### config.mk
export PLATFORM = sky130hd
export DESIGN_NAME = pipeline_ctrl_flat
export DESIGN_NICKNAME = d
export VERILOG_FILES = /design/src/rtl/pipeline_ctrl_if.sv /design/src/rtl/pipeline_ctrl.sv /design/src/flat_wrapper.sv
export SDC_FILE = /design/constraint.sdc
export NUM_CORES = 1
export LEC_CHECK = 0
export BUFFER_PORTS_ARGS = -buffer_cell sky130_fd_sc_hd__buf_2
export CAP_MARGIN = 20
export CORE_ASPECT_RATIO = 1.25
export CORE_MARGIN = 2
export CORE_UTILIZATION = 38
export CTS_BUF_LIST = sky130_fd_sc_hd__clkbuf_16
export DETAILED_ROUTE_END_ITERATION = 8
export PLACE_DENSITY = 0.74
export SYNTH_ARGS = -nofsm -noshare
export SYNTH_HDL_FRONTEND = slang
export SYNTH_SLANG_ARGS = --single-unit
### constraint.sdc
create_clock -name clk -period 4.85 [get_ports clk]
set_clock_uncertainty 0.2 [all_clocks]
set_input_delay 0.485 -clock clk [delete_from_list [all_inputs] [get_ports clk]]
set_output_delay 0.485 -clock clk [all_outputs]
set_load 0.005 [all_outputs]
### src/rtl/pipeline_ctrl_if.sv
// Control-bus bundle between the hazard/redirect controller and the pipeline.
// The slave side belongs to pipeline_ctrl; the master side to whoever drives requests.
interface pipeline_ctrl_if #(
   parameter int unsigned XLEN  = 32,
   parameter int unsigned CNT_W = 64
);
   logic             if_stall_req_i;
   logic             id_stall_req_i;
   logic             ex_stall_req_i;
   logic             mem_stall_req_i;
   logic             ex_redirect_valid_i;
   logic [XLEN-1:0]  ex_redirect_pc_i;
   logic             trap_valid_i;
   logic [XLEN-1:0]  trap_pc_i;
   logic [5:0]       stall_valid_o;
   logic [5:0]       flush_valid_o;
   logic             redirect_valid_o;
   logic [XLEN-1:0]  redirect_pc_o;
   logic [CNT_W-1:0] stall_cycles_o;
   logic [CNT_W-1:0] bubble_cycles_o;

   modport master (
      output if_stall_req_i, id_stall_req_i, ex_stall_req_i, mem_stall_req_i,
      output ex_redirect_valid_i, ex_redirect_pc_i, trap_valid_i, trap_pc_i,
      input  stall_valid_o, flush_valid_o, redirect_valid_o, redirect_pc_o,
      input  stall_cycles_o, bubble_cycles_o
   );

   modport slave (
      input  if_stall_req_i, id_stall_req_i, ex_stall_req_i, mem_stall_req_i,
      input  ex_redirect_valid_i, ex_redirect_pc_i, trap_valid_i, trap_pc_i,
      output stall_valid_o, flush_valid_o, redirect_valid_o, redirect_pc_o,
      output stall_cycles_o, bubble_cycles_o
   );
endinterface

### src/rtl/pipeline_ctrl.sv
// Central hazard and redirect controller: per-register stall/flush vectors, PC redirect
// (held pending across an uncancellable fetch) and stall/bubble statistics.
module pipeline_ctrl #(
   parameter int unsigned XLEN  = 32,
   parameter int unsigned CNT_W = 64
) (
   input  logic           clk,
   input  logic           rst,
   pipeline_ctrl_if.slave bus
);
   typedef enum logic {S_IDLE = 1'b0, S_PEND = 1'b1} state_t;

   state_t           r_state, w_state_nxt;
   logic [XLEN-1:0]  r_pend_pc, w_pend_pc_nxt;
   logic             r_pend_is_trap, w_pend_is_trap_nxt;
   logic [CNT_W-1:0] r_stall_cnt, r_bubble_cnt;

   logic [5:0]       w_stall, w_flush;
   logic             w_redir_v;
   logic [XLEN-1:0]  w_redir_pc, w_target;
   logic             w_trap_blk, w_trap_acc, w_ex_acc, w_acc;

   // A trap stuck behind MEM freezes the whole pipe; a pending trap masks later branches.
   assign w_trap_blk = bus.trap_valid_i & bus.mem_stall_req_i;
   assign w_trap_acc = bus.trap_valid_i & ~bus.mem_stall_req_i;
   assign w_ex_acc   = bus.ex_redirect_valid_i & ~bus.mem_stall_req_i & ~bus.ex_stall_req_i
                     & ~w_trap_acc & ~((r_state == S_PEND) & r_pend_is_trap);
   assign w_acc      = w_trap_acc | w_ex_acc;
   assign w_target   = w_trap_acc ? bus.trap_pc_i : bus.ex_redirect_pc_i;

   always_comb begin
      w_state_nxt        = r_state;
      w_pend_pc_nxt      = r_pend_pc;
      w_pend_is_trap_nxt = r_pend_is_trap;
      w_stall            = 6'b000000;
      w_flush            = 6'b000000;
      w_redir_v          = 1'b0;
      w_redir_pc         = '0;

      if (bus.mem_stall_req_i) begin
         w_stall = 6'b001111; w_flush = 6'b010000;
      end else if (bus.ex_stall_req_i) begin
         w_stall = 6'b000111; w_flush = 6'b001000;
      end else if (bus.id_stall_req_i) begin
         w_stall = 6'b000011; w_flush = 6'b000100;
      end else if (bus.if_stall_req_i) begin
         w_stall = 6'b000001; w_flush = 6'b000010;
      end

      if (rst) begin
         w_stall = 6'b000000;
         w_flush = 6'b111110;
      end else if (w_trap_blk) begin
         w_stall = 6'b111111;
         w_flush = 6'b000000;
      end else begin
         if (w_trap_acc) begin
            w_stall = 6'b000000;
            w_flush = 6'b011110;
         end else if (w_ex_acc) begin
            w_stall[2:0] = 3'b000;
            w_flush[2:1] = 2'b11;
         end

         case (r_state)
            S_IDLE: begin
               if (w_acc) begin
                  if (bus.if_stall_req_i) begin
                     w_stall[0]         = 1'b1;
                     w_state_nxt        = S_PEND;
                     w_pend_pc_nxt      = w_target;
                     w_pend_is_trap_nxt = w_trap_acc;
                  end else begin
                     w_redir_v  = 1'b1;
                     w_redir_pc = w_target;
                  end
               end
            end
            S_PEND: begin
               // Hold the PC and bubble IF/ID so the stale fetch never enters decode.
               w_stall[1:0] = 2'b01;
               w_flush[1:0] = 2'b10;
               if (w_acc) begin
                  w_pend_pc_nxt      = w_target;
                  w_pend_is_trap_nxt = r_pend_is_trap | w_trap_acc;
               end
               if (!bus.if_stall_req_i) begin
                  w_stall[0]         = 1'b0;
                  w_redir_v          = 1'b1;
                  w_redir_pc         = w_acc ? w_target : r_pend_pc;
                  w_state_nxt        = S_IDLE;
                  w_pend_is_trap_nxt = 1'b0;
               end
            end
            default: w_state_nxt = S_IDLE;
         endcase
      end
   end

   always_ff @(posedge clk or posedge rst) begin
      if (rst) begin
         r_state        <= S_IDLE;
         r_pend_pc      <= '0;
         r_pend_is_trap <= 1'b0;
      end else begin
         r_state        <= w_state_nxt;
         r_pend_pc      <= w_pend_pc_nxt;
         r_pend_is_trap <= w_pend_is_trap_nxt;
      end
   end

   always_ff @(posedge clk or posedge rst) begin
      if (rst) begin
         r_stall_cnt  <= '0;
         r_bubble_cnt <= '0;
      end else begin
         r_stall_cnt  <= r_stall_cnt  + CNT_W'(|w_stall);
         r_bubble_cnt <= r_bubble_cnt + CNT_W'(|w_flush);
      end
   end

   assign bus.stall_valid_o    = w_stall;
   assign bus.flush_valid_o    = w_flush;
   assign bus.redirect_valid_o = w_redir_v;
   assign bus.redirect_pc_o    = w_redir_pc;
   assign bus.stall_cycles_o   = r_stall_cnt;
   assign bus.bubble_cycles_o  = r_bubble_cnt;
endmodule
### src/flat_wrapper.sv
// flat-port wrapper written by rule: the top's interface ports become plain ports
module pipeline_ctrl_flat 
#(
   parameter int unsigned XLEN  = 32,
   parameter int unsigned CNT_W = 64
)
  (clk, rst, bus_if_stall_req_i, bus_id_stall_req_i, bus_ex_stall_req_i, bus_mem_stall_req_i, bus_ex_redirect_valid_i, bus_ex_redirect_pc_i, bus_trap_valid_i, bus_trap_pc_i, bus_stall_valid_o, bus_flush_valid_o, bus_redirect_valid_o, bus_redirect_pc_o, bus_stall_cycles_o, bus_bubble_cycles_o);
  pipeline_ctrl_if #(.XLEN(XLEN), .CNT_W(CNT_W)) bus_i ();
  input  logic clk;
  input  logic rst;
  input wire logic [$bits(bus_i.if_stall_req_i)-1:0] bus_if_stall_req_i;
  input wire logic [$bits(bus_i.id_stall_req_i)-1:0] bus_id_stall_req_i;
  input wire logic [$bits(bus_i.ex_stall_req_i)-1:0] bus_ex_stall_req_i;
  input wire logic [$bits(bus_i.mem_stall_req_i)-1:0] bus_mem_stall_req_i;
  input wire logic [$bits(bus_i.ex_redirect_valid_i)-1:0] bus_ex_redirect_valid_i;
  input wire logic [$bits(bus_i.ex_redirect_pc_i)-1:0] bus_ex_redirect_pc_i;
  input wire logic [$bits(bus_i.trap_valid_i)-1:0] bus_trap_valid_i;
  input wire logic [$bits(bus_i.trap_pc_i)-1:0] bus_trap_pc_i;
  output wire logic [$bits(bus_i.stall_valid_o)-1:0] bus_stall_valid_o;
  output wire logic [$bits(bus_i.flush_valid_o)-1:0] bus_flush_valid_o;
  output wire logic [$bits(bus_i.redirect_valid_o)-1:0] bus_redirect_valid_o;
  output wire logic [$bits(bus_i.redirect_pc_o)-1:0] bus_redirect_pc_o;
  output wire logic [$bits(bus_i.stall_cycles_o)-1:0] bus_stall_cycles_o;
  output wire logic [$bits(bus_i.bubble_cycles_o)-1:0] bus_bubble_cycles_o;
  assign bus_i.if_stall_req_i = bus_if_stall_req_i;
  assign bus_i.id_stall_req_i = bus_id_stall_req_i;
  assign bus_i.ex_stall_req_i = bus_ex_stall_req_i;
  assign bus_i.mem_stall_req_i = bus_mem_stall_req_i;
  assign bus_i.ex_redirect_valid_i = bus_ex_redirect_valid_i;
  assign bus_i.ex_redirect_pc_i = bus_ex_redirect_pc_i;
  assign bus_i.trap_valid_i = bus_trap_valid_i;
  assign bus_i.trap_pc_i = bus_trap_pc_i;
  assign bus_stall_valid_o = bus_i.stall_valid_o;
  assign bus_flush_valid_o = bus_i.flush_valid_o;
  assign bus_redirect_valid_o = bus_i.redirect_valid_o;
  assign bus_redirect_pc_o = bus_i.redirect_pc_o;
  assign bus_stall_cycles_o = bus_i.stall_cycles_o;
  assign bus_bubble_cycles_o = bus_i.bubble_cycles_o;
  pipeline_ctrl #(.XLEN(XLEN), .CNT_W(CNT_W)) u_core (.clk(clk), .rst(rst), .bus(bus_i));
endmodule
---- Word-level counts from Yosys, hierarchy flattened ----
Index checks and enable logic that the tools add are counted.
word-level totals
  flip-flop bits (word level) ............. 162
  output and inout port bits .............. 173
  input port bits ......................... 72
operators by class
  mux-type cells .......................... 48
  bitwise gates (word level) .............. 16
  reductions and logical operators ........ 5
  add/subtract/negate cells ............... 2
  equality and inequality tests ........... 3
operators by type and width
  kind                number
  $mux 32             9
  $add 64x1->64       2
  $pmux 32 s2         2
  $mux 6              10
  $mux 1              15
  $mux 3              4
  $reduce_or 6->1     2
  $mux 2              4
  $pmux 1 s2          4
  $and 1x1->1         7
  $not 1->1           7
  $reduce_and 5->1    1
  $reduce_and 4->1    1
  $ne 3x3->1 const B  1
  $ne 2x1->1 const B  1
  $ne 2x2->1 const B  1
  $or 1x1->1          2
  $reduce_and 2->1    1

---- Depth between registers and ports, before layout ----
  depth after elaboration ................. 14
  mapped depth ............................ 15

---- Least setup slack after synthesis ----
OpenSTA, ideal clock, no wires.
  path kind ............................... input -> register
  from .................................... in rst
  to ...................................... reg u_core.r_bubble_cnt[52], in the netlist u_core.bus.bubble_cycles_o[52]
  buffers on the path ..................... 2
  slack ................................... -2.336 ns
  cell stages on the path ................. 12
  arrival ................................. 6.854 ns
  path through ............................ clkbuf_1 inv_1 o21ai_0 or4b_2 ha_1 ha_1 inv_1 nor3_1 nand4_1 clkbuf_1 nor3_1 xor2_1
on the way
  longest elaborated chain between the ends .. 3
ends and longest elaborated chain
  what                      RTL line              RTL
  start, declared           flat_wrapper.sv:10    input logic rst;
  $mux 6                    pipeline_ctrl.sv:50   if (rst) begin
  net bus_flush_valid_o[1]  flat_wrapper.sv:20    output wire logic [$bits(bus_i.flush_valid_o)-1:0] bus_flush_valid_o;
  $reduce_or 6->1           pipeline_ctrl.sv:118  r_bubble_cnt <= r_bubble_cnt + CNT_W'(|w_flush);
  $add 64x1->64             pipeline_ctrl.sv:118
  end signal, assigned      pipeline_ctrl.sv:118
  end, declared             pipeline_ctrl.sv:16   logic [CNT_W-1:0] r_stall_cnt, r_bubble_cnt;
The timed path passes the listed nets, and every way through them passes these cells.
A chain may end at the register's enable or synchronous reset.

---- Worst setup path after layout ----
  from .................................... in rst
  to ...................................... out bus_redirect_pc_o[0]
on the way
  longest elaborated chain between the ends .. 1
ends and longest elaborated chain
  what           RTL line             RTL
  $mux 32        pipeline_ctrl.sv:50
  end, declared  flat_wrapper.sv:22   output wire logic [$bits(bus_i.redirect_pc_o)-1:0] bus_redirect_pc_o;
Every way passes these cells.

==> flow_summary.ini <==
[run_status]
status = finished, final reports clean

[routing]
drc = 0
vias_per_cell = 5.06
firstDrtPassIters = 7
drt-initial-drc-count = 330
routed_wl_mm = 19.8
vias = 6751
antenna_left = 0
wl_per_cell_um = 14.9

[synthesis]
yosysSeqAreaShare = 0.504
synth_area_leaders = dfrtp_1 (50%), xor2_1 (7.4%), xnor2_1 (6.1%), nand2_1 (5.5%), o21ai_0 (4.1%)
yosysWarnings = 0
synth_top_cell_by_area = dfrtp_1
async_flop_share = 1.00
muxShareOfSynthArea = 0.0398
yosysMostFrequentCell = dfrtp_1
synth-simple-area-share = 0.231
yosys.area.top_type_share = 0.504
synth_fa_ha_area_frac = 0.00933
ys_seq_elements = 162
synth_cell_types = 41
synthTopCellsByCount = dfrtp_1 (162), nand2_1 (118), xor2_1 (68)
synth-main-ff-cell = dfrtp_1
syn_area_um2 = 8050
postSynthCellCount = 804
synth_edf_count = 0
synth_compound_area_frac = 0.0516
avgSynthCellArea_um2 = 10.0
syn-num-nets = 882
synth-xor-area-share = 0.135
synth_top_family_by_area = simple AND/OR/NAND/NOR gates

[worst_setup_path]
r2r_start = u_core.r_state
r2r_cells = 11
worstPathMaxFanout = 32
start_kind = input pin
required_ns = 4.16
worstSetupPathType = in2out
cp-end-kind = primary output
crit_start = rst
arrival_ns = 2.89

[timing]
min_period_ns = 3.58
fmax_ghz = 0.279
worstMarginPinSlew_ns = 0.960
rsz0062_at_grt = no
post-route-period-util = 0.738
setup_ws_ns = 1.27
finalSetupViolations = 0
slew_violations = 0
hold_viol_final = 0
relSlewSlack = 0.358

[pwr]
irDropWorstVdd_mv = 0.235
leakage_nw = 5.28
power_w = 0.00340
powerDensity_nw_per_um2 = 330

[finish]
layout.cells.non_filler = 1333
final_nets = 1124
fin_area_um2 = 10300
diodes = 0
syn_to_final_growth_pct = 28.2
drive_above_1_share = 0.314
fillers = 1949

[clock_network]
cts_setup_buffers = 0
clk_pin_slew_ns = 0.07
cts_sinks = 162
h-tree-depth = 4
clk_latency_ns = 0.42
cts_root_buffer = clkbuf_16
clockBufferDepth = 2
cts_buffers = 17
cts_resized = 0
cts_tree = yes

[floorplanning]
coreArea_um2 = 20800
io_pins = 245
rows = 59
start_util = 0.387
die-area_um2 = 22400
fp.dieW_um = 134
die_h_um = 167

[placed_design]
place_hpwl_mm = 14.7
place_ws_ns = 1.01
io_buffers = 243
place_congestion = 0.830
dp.cells = 1300
place_area_um2 = 9710

[global_route]
antenna_found_initial = 0
grt_pass1_wl_mm = 33.3
grt_max_degree = 158
grt_overflow = 0
grt_pass1_vias = 6671
grt_usage = 0.183

[worst_hold_path]
hold_start = bus_ex_redirect_pc_i[13]
hold_path_depth = 3
hp-class = in2reg

[job]
cap_violations = 0
-- final timing paths --
path / slack (ns) / to
min in group asynchronous: 0.42 / u_core.r_pend_pc[30]
min: 0.18 / u_core.r_pend_pc[13]
max in group asynchronous: 2.92 / u_core.bus.bubble_cycles_o[24]
max: 1.27 / bus_redirect_pc_o[0]
max reg2reg: 1.58 / u_core.bus.stall_cycles_o[46]
min reg2reg: 0.27 / u_core.bus.stall_cycles_o[63]
-- layout make-up --
class                   instances  area, um2  share of cell area
clock buffers                  17        425              0.0412
clock inverters                15        168              0.0163
inverters                      28        109              0.0106
multi-input cells             588       3940               0.382
flip-flops and latches        162       4050               0.393
well taps                     274        343              0.0332
repair buffers                249       1280               0.124
-- metal layers --
metal | global-route usage | routed length, um | share of wire
met5 | 0 | 0 | 0
met4 | 0.0668 | 388 | 0.020
met3 | 0.0417 | 984 | 0.050
met2 | 0.312 | 9990 | 0.50
met1 | 0.226 | 8480 | 0.43
-- worst max-delay path: stages --
cell           delay, ns
dlygate4sd3_1       0.53
buf_2               0.18
nor3_1              0.39
nand2_1             0.66
o21ai_0             0.45
buf_2               0.17
-- flip-flops by register name (all words and copies together) (netlist names) --
signal	count
u_core.bus.bubble_cycles_o	64
u_core.bus.stall_cycles_o	64
u_core.r_pend_pc	32
u_core.r_pend_is_trap	1
u_core.r_state	1
-- logic make-up after synthesis --
family / after synthesis
AND/OR/NAND/NOR: 347
flip-flops: 162
XOR/XNOR: 124
AO/OA/AOI/OAI: 78
buffers and inverters: 54
multiplexers: 32
adder cells (fa/ha/maj): 6
other: 1
-- metrics by stage --
step | hold WS, ns | setup TNS [ns] | util
after global placement | 0.252 | 0 | 0.467
after detailed placement | 0.262 | 0 | 0.467
after CTS | 0.159 | 0 | 0.496
after floorplan | 0.250 | -9.88 | -
after global routing | 0.184 | 0 | 0.496
final | 0.178 | 0 | 0.496
-- cells in the final DEF (no fill, tap or decap), types with 3 or more instances in the layout --
cell	instances
nor3_2	12
dfrtp_1	162
a21oi_1	4
and4_1	8
ha_1	3
nor4_1	11
o211ai_1	3
mux2i_1	32
and2_1	4
nand3_1	46
xor2_1	68
buf_2	243
nor2_4	5
clkbuf_16	17
o21ai_0	66
or3_1	3
bufinv_16	3
clkinvlp_4	3
nor4_4	4
nand2_1	116
nor3_1	17
nor3_4	4
nand4_1	25
nand4_2	4
nor4_2	10
xnor2_1	56
inv_1	28
and3_1	6
nor2_1	55
buf_4	4
-- power breakdown --
group / internal [W] / switching (W)
logic: 0.000196 / 0.000224
clock network: 0.000807 / 0.000556
registers: 0.00149 / 0.000129
total: 0.00249 / 0.000909
-- repair_timing --
item | 4_1_cts | 5_1_grt
hold buffers | 1 | 0
endpoints found under the hold margin | 5 | 0
setup endpoints to repair | 0 | 0
(Power assumes the default switching activity.)
